File: src/rtl/uart_tx_fifo.sv
// Byte FIFO between an upstream producer and a UART transmitter; the head entry is read combinationally.
// Optional feature macro: UART_TX_FIFO_PARITY_EN stores an even-parity bit with every entry.
module uart_tx_fifo #(
  parameter int DEPTH = 8,
  parameter int WIDTH = 8
) (
  input  logic                     clk,
  input  logic                     reset,
  input  logic                     flush,
  input  logic [WIDTH-1:0]         in_data,
  input  logic                     in_valid,
  output logic                     in_ready,
  output logic [WIDTH-1:0]         out_data,
  output logic                     out_parity,
  output logic                     out_valid,
  input  logic                     out_ready,
  output logic [$clog2(DEPTH):0]   count,
  output logic                     full,
  output logic                     empty,
  output logic                     overflow
);

  localparam int AW = $clog2(DEPTH);

`ifdef UART_TX_FIFO_PARITY_EN
  localparam int EW = WIDTH + 1;

  function automatic logic even_parity(input logic [WIDTH-1:0] d);
    return ^d;
  endfunction
`else
  localparam int EW = WIDTH;
`endif

  logic [AW:0]   wr_ptr_r;
  logic [AW:0]   rd_ptr_r;
  logic          overflow_r;
  logic [EW-1:0] mem_r [DEPTH];
  logic [EW-1:0] wr_entry_s;
  logic [EW-1:0] head_s;
  logic          full_s;
  logic          empty_s;
  logic          push_s;
  logic          pop_s;

  // Pointers carry one extra wrap bit so full and empty are distinguishable.
  assign full_s  = (wr_ptr_r[AW] != rd_ptr_r[AW]) &&
                   (wr_ptr_r[AW-1:0] == rd_ptr_r[AW-1:0]);
  assign empty_s = (wr_ptr_r == rd_ptr_r);
  assign push_s  = in_valid && !full_s;
  assign pop_s   = out_ready && !empty_s;
  assign head_s  = mem_r[rd_ptr_r[AW-1:0]];

  // Entry written into storage: data, plus its parity bit when enabled.
  always_comb begin
`ifdef UART_TX_FIFO_PARITY_EN
    wr_entry_s = {even_parity(in_data), in_data};
`else
    wr_entry_s = in_data;
`endif
  end

  // Pointer and sticky-overflow state; reset wins over flush, flush wins over push/pop.
  always_ff @(posedge clk) begin
    if (reset) begin
      wr_ptr_r   <= {(AW+1){1'b0}};
      rd_ptr_r   <= {(AW+1){1'b0}};
      overflow_r <= 1'b0;
    end else begin
      if (in_valid && full_s) begin
        overflow_r <= 1'b1;
      end
      if (flush) begin
        wr_ptr_r <= {(AW+1){1'b0}};
        rd_ptr_r <= {(AW+1){1'b0}};
      end else begin
        if (push_s) begin
          wr_ptr_r <= wr_ptr_r + (AW+1)'(1);
        end
        if (pop_s) begin
          rd_ptr_r <= rd_ptr_r + (AW+1)'(1);
        end
      end
    end
  end

  // Storage array; contents survive reset and flush, only the pointers are cleared.
  always_ff @(posedge clk) begin
    if (push_s && !flush && !reset) begin
      mem_r[wr_ptr_r[AW-1:0]] <= wr_entry_s;
    end
  end

  assign in_ready  = !full_s;
  assign out_valid = !empty_s;
  assign full      = full_s;
  assign empty     = empty_s;
  assign overflow  = overflow_r;
  assign count     = wr_ptr_r - rd_ptr_r;
  assign out_data  = empty_s ? {WIDTH{1'b0}} : head_s[WIDTH-1:0];

`ifdef UART_TX_FIFO_PARITY_EN
  assign out_parity = empty_s ? 1'b0 : head_s[WIDTH];
`else
  assign out_parity = 1'b0;
`endif

endmodule

File: config.mk
export PLATFORM = sky130hd
export DESIGN_NAME = uart_tx_fifo
export DESIGN_NICKNAME = d
export VERILOG_FILES = /design/src/rtl/uart_tx_fifo.sv
export SDC_FILE = /design/constraint.sdc
export NUM_CORES = 1
export LEC_CHECK = 0
export CAP_MARGIN = 20
export CORE_UTILIZATION = 42
export CTS_CLUSTER_DIAMETER = 100
export DETAILED_ROUTE_END_ITERATION = 10
export PLACE_DENSITY = 0.67
export SLEW_MARGIN = 25
export SYNTH_ARGS = -nofsm -noshare
export SYNTH_HDL_FRONTEND = slang
export SYNTH_SLANG_ARGS = --single-unit
File: constraint.sdc
create_clock -name clk -period 3.7 [get_ports clk]
set_clock_uncertainty 0.2 [all_clocks]
set_input_delay 0.74 -clock clk [delete_from_list [all_inputs] [get_ports clk]]
set_output_delay 0.74 -clock clk [all_outputs]
set_load 0.05 [all_outputs]
==> results.toml <==
[place]
pre_cts_ws_ns = 0.678
place_hpwl_um = 3600
io_buffers = 29
place.gp.congestion = 0.819
placed_cell_area_um2 = 3500

[route]
drt_iter0_drc = 102
wl_per_cell_um = 17.5
drt_pass1_iterations = 4
ant_nets = 0
vias = 1645
via_per_inst = 5.08
wl_um = 5670
route.detailed.drc = 0

[sta]
hold_viol_final = 0
whs_ns = 0.279
min_period_ns = 3.41
final.setup.worst_slack_ns = 0.286
rsz0062_at_grt = "no"
tightest_slew_ns = 0.787
finalSetupTns_ns = 0
period_share_pct = 92.3
clock.fmax_mhz = 293
max_slew_margin_pct = 47.5
slew_violations = 0
setup_viol = 0

[clock_network]
clockBufferDepth = 2
clk_latency_ns = 0.35
cts_tree = "yes"
cts_buffers = 9
cts_hold_buffers = 0
cts-resized-gates = 0
cts-root-buf = "clkbuf_8"
htreeDepth = 3
postCtsSetupBuffers = 0
clk_pin_slew_ns = 0.08
clock-sinks = 76

[worst_setup_path]
critical_path.max_fanout = 9
crit_path_start_kind = "flip-flop"
cp-startpoint = "wr_ptr_r[1]$_SDFFE_PP0P_"
r2r_slack_ns = 1.22
rr_endpoint = "mem_r[0][7]$_DFFE_PP_"
crit_path_end_kind = "output pin"
worstPathArrival_ns = 2.47
r2r_start = "wr_ptr_r[2]$_SDFFE_PP0P_"
crit_required_ns = 2.76
critPathKind = "flip-flop to output pin"
rr_worst_depth = 6

[logic_synthesis]
synth.net_count = 200
synthTopCellsByCount = "edfxtp_1 (64), mux4_2 (16), nor2_1 (13), dfxtp_1 (12), inv_1 (9)"
yosysWarnings = 0
netlist_instances = 181
synth_cell_type_count = 32
syn_area_um2 = 3080
ys_top_cells_by_area = "edfxtp_1 (62%), mux4_2 (12%), dfxtp_1 (7.8%)"
syn_area_per_cell_um2 = 17.0
synth-async-reset-ratio_pct = 0
synth_largest_area_cell = "edfxtp_1"
ys.flop_type = "edfxtp_1"
synth_most_common_cell = "edfxtp_1"
yosysTopAreaCellShare_pct = 62.4
synth-seq-area-share_pct = 70.2
synth_edf_count = 64
ys_seq_elements = 76

[pwr]
ir_drop_mv = 0.241
leakagePower_nw = 1.25
power_density_nw_per_um2 = 465

[die]
coreArea_um2 = 6940
die_area_um2 = 7680
std_cell_rows = 30
ios = 31
die_h_um = 87.6
start_util_pct = 44.4
fp.dieW_um = 87.6

[global_route]
grt_util_all_layers_pct = 17.1
antenna_found_initial = 0
grt_max_degree = 17
grt_pass1_wl_um = 9000
grt_pass1_vias = 1721
gr-total-overflow = 0

[job]
maxCapViolCount = 0

[hold_path]
min_to = "overflow$_SDFFE_PP0P_"
min_delay_path_depth = 2
hp-start = "overflow$_SDFFE_PP0P_"
hp-class = "flip-flop to flip-flop"

[finish]
design_area_um2 = 3720
area_growth_pct = 20.9
antenna_cells = 0
fin_nets = 242
drive_gt1_share_pct = 23.7
post-route-util_pct = 53.6

[status]
status = "finished clean"
-- where the power goes --
part	leakage (nW)	internal [mW]	switching, mW
registers	0.673	0.931	0.00242
clock network	0.108	0.383	0.313
logic	0.468	0.0389	0.0654
total	1.25	1.35	0.381
-- critical path: stages, from the launching register on --
cell and delay (ns):
dfxtp_1 0.50, ha_1 0.31, a21o_1 0.18, a21oi_1 0.17, xnor2_1 0.14, clkdlybuf4s50_1 0.82
-- worst max-delay path by stage --
stage	slack, ns	endpoint
after detailed placement	0.68	count[3]
after global placement	0.71	count[3]
after global routing	0.13	empty
after CTS	0.28	count[3]
final	0.29	count[3]
after floorplan	0.71	out_data[0]
-- state kept, by name, summed over array words and instances, names as in the netlist, named ones only --
signal and cells:
overflow 1, rd_ptr_r 4, wr_ptr_r 4, mem_r 64
-- layout by cell type, fill, tap and decap left out, drive strengths merged, types with 2 or more instances in the layout --
master | Yosys | final
a21oi | 6 | 6
a22o | 8 | 8
buf | 7 | 18
bufinv | 0 | 2
clkbuf | 1 | 9
clkdlybuf4s50 | 0 | 21
clkinv | 0 | 2
dfxtp | 12 | 12
edfxtp | 64 | 64
ha | 5 | 5
inv | 9 | 11
mux4 | 16 | 16
nand2 | 7 | 7
nand3 | 4 | 4
nand4 | 2 | 2
nor2 | 15 | 15
nor3 | 2 | 2
o21ai | 4 | 4
or3 | 3 | 3
xnor2 | 5 | 5
xor2 | 3 | 3
-- cells by family (layout without fill, tap and decap cells) --
kind of cell	count (synthesis)	after routing	share of synthesized area (%)
flip-flops	76	76	70.2
AO/OA/AOI/OAI	20	20	4.39
other	1	1	0.122
adder cells (fa/ha/maj)	6	6	2.68
XOR/XNOR	8	8	2.76
multiplexers	16	16	11.7
buffers and inverters	17	64	2.52
AND/OR/NAND/NOR	37	37	5.65
-- metal layers --
| layer | vias up | wire [µm] | track usage (%) |
|---|---|---|---|
| li1 | 773 | - | - |
| met1 | 816 | 2490 | 20.4 |
| met2 | 41 | 2770 | 28.0 |
| met3 | 15 | 251 | 6.13 |
| met4 | 0 | 167 | 7.90 |
| met5 | - | 0 | 0 |
-- layout make-up --
cell class,count,area (µm²)
fillers,573,3220
flip-flops and latches,76,2160
multi-input cells,88,841
repair buffers,39,345
clock buffers,9,124
well taps,96,120
clock inverters,7,97.6
inverters,9,33.8
-- stage by stage --
step / total power [mW] / cells
after global placement: 1.06 / 308
after floorplan: 1.01 / 181
after detailed placement: 1.06 / 308
final: 1.73 / 324
after global routing: 1.79 / 324
after CTS: 1.75 / 324
Note: power is estimated with default switching activity, not from simulation.
==> variant (config.mk and constraints unchanged) <==
`DEPTH`: 8 -> 16.
--- a/src/rtl/uart_tx_fifo.sv
+++ b/src/rtl/uart_tx_fifo.sv
@@ -3,3 +3,3 @@
 module uart_tx_fifo #(
-  parameter int DEPTH = 8,
+  parameter int DEPTH = 16,
   parameter int WIDTH = 8
Ports: changed (resized count); port bits go from 31 to 32. No check against the original RTL was run, so the function may have changed too.
==> variant against the unedited design <==
- synthesized area increased by 91%
- highest routed layer unchanged
- wire length up 92%
- register-to-register slack worse by 170 ps
- final cell count increased by 73%
- final area is 87% higher
- power increased by 98%
- first-iteration DRC count up 110%
- sequential cell count up 67
- count of clock-buffer cells in the layout increased by 8
- hold slack improved by 17 ps
- largest power group unchanged
- sequential share of layout area increased by 1.4 points
- worst setup slack worse by 85 ps
- fmax decreased by 2.4%
==> variant: results (changes against the unedited design) <==
[status]
status=finished clean

[worst_setup_path]
cp_max_fo=7  ; -2
critPathArrivalTime_ps=2560  ; +90 ps
r2r_setup_slack_ps=1050  ; -170 ps

[global_route]
grt_max_degree=25  ; +8
first_global_vias=3072  ; +79%
grt_use_met3_pct=4.104  ; -2.0 points
track_usage_pct=16.38  ; -0.75 points
met1_usage_pct=20.45  ; +0.026 points
grt_pass1_wl_um=16770  ; +86%

[finish]
largest_reg_flops=128  ; +100%
layout.nets=396  ; +64%
drive_gt1_share_pct=23.64  ; -0.048 points

[yosys]
synth_top_area_share_pct=65.46  ; +3.1 points
synth_nets=341  ; +71%
synth_mux_area_share_pct=16.17  ; +4.5 points
synth_common_cells=edfxtp_1, nor2_1, mux4_2
synthAdderAreaFrac_pct=2.259  ; -0.42 points
synth_xor_area_share_pct=1.939  ; -0.82 points
synth_compound_area_share_pct=2.877  ; -1.5 points
synth-edff-count=128  ; +100%
ys_seq_area_share_pct=70.57  ; +0.39 points

[pwr]
vdd_drop_max_uv=288.7  ; +20%
p_clk_share_pct=44.8  ; +4.6 points
power_frac_seq_pct=51.3  ; -2.5 points

[clocking]
clk_latency_ps=410  ; +60 ps
cts_max_level=4  ; +1
cts_inserted_buffers=17  ; +8

[detailed_routing]
vias=2975  ; +81%
wl_met3_um=652  ; +160%
wl_per_cell_um=19.36  ; +11%
wl_met2_um=5434  ; +96%
drtIter0Drc=212  ; +110%
wl_met1_um=4626  ; +86%

[placement]
portBuffers=30  ; +3.4%
pre_cts_ws_ps=387.4  ; -290.6 ps
place.gp.congestion=0.8175  ; -0.15%

[timing]
fmax_ghz=0.2858  ; -2.4%

variant: cell types whose count changed in the layout (fill, tap and decap cells not counted), moves of 9 or more:
cell | before | now
a21oi_1 | 6 | 15
buf_4 | 18 | 31
clkbuf_16 | 0 | 17
clkbuf_8 | 9 | 0
edfxtp_1 | 64 | 128
mux2i_1 | 0 | 9
mux4_1 | 0 | 13
nor2_1 | 13 | 25
variant: repair_timing:
action / 4_1_cts / 5_1_grt
hold endpoints to repair: 0 / 0
endpoints found under the setup margin: 3 / 1
gates cloned: 0 / 0
resized for setup: 3 / 1
buffers inserted: 0 / 0
variant: stage by stage:
stage	instances	utilization [%]	hold WS, ps	instance area [um2]
finish	561	51.84	296.3	6974
global placement	530	47.79	267.1	6429
floorplan	318	-	273.9	5872
detailed placement	530	47.79	283.0	6429
CTS	561	51.82	301.5	6972
global route	561	51.84	356.1	6974
variant: area by class of cell:
class	count	area [um2]
fill	1119	6479
sequential	143	4144
clock buffer	17	425.4
tap	176	220.2
clock inverter	14	121.4
timing repair buffer	53	449.2
inverter	9	33.78
multi-input combinational	149	1580
variant: critical path: stages (launching register included):
cell,delay (ps)
dfxtp_1,480
ha_1,310
a21o_1,180
a21oi_1,160
xnor2_1,160
clkdlybuf4s50_1,840
variant: path summary, 6_finish.rpt:
check                                  from           to  depth (start not counted)
worst max-delay path            wr_ptr_r[1]     count[3]                          5
worst max register to register  wr_ptr_r[2]  mem_r[3][6]                          6
worst min register to register     overflow     overflow                          2
worst min-delay path               overflow     overflow                          2
variant: cells by family after synthesis:
kind of cell	after synthesis
AOI/OAI and AO/OA	30
xor gates and xnor gates	13
adders and majority gates	10
buffers and inverters	26
DFF	143
muxes	49
other	1
and+or+nand+nor	46
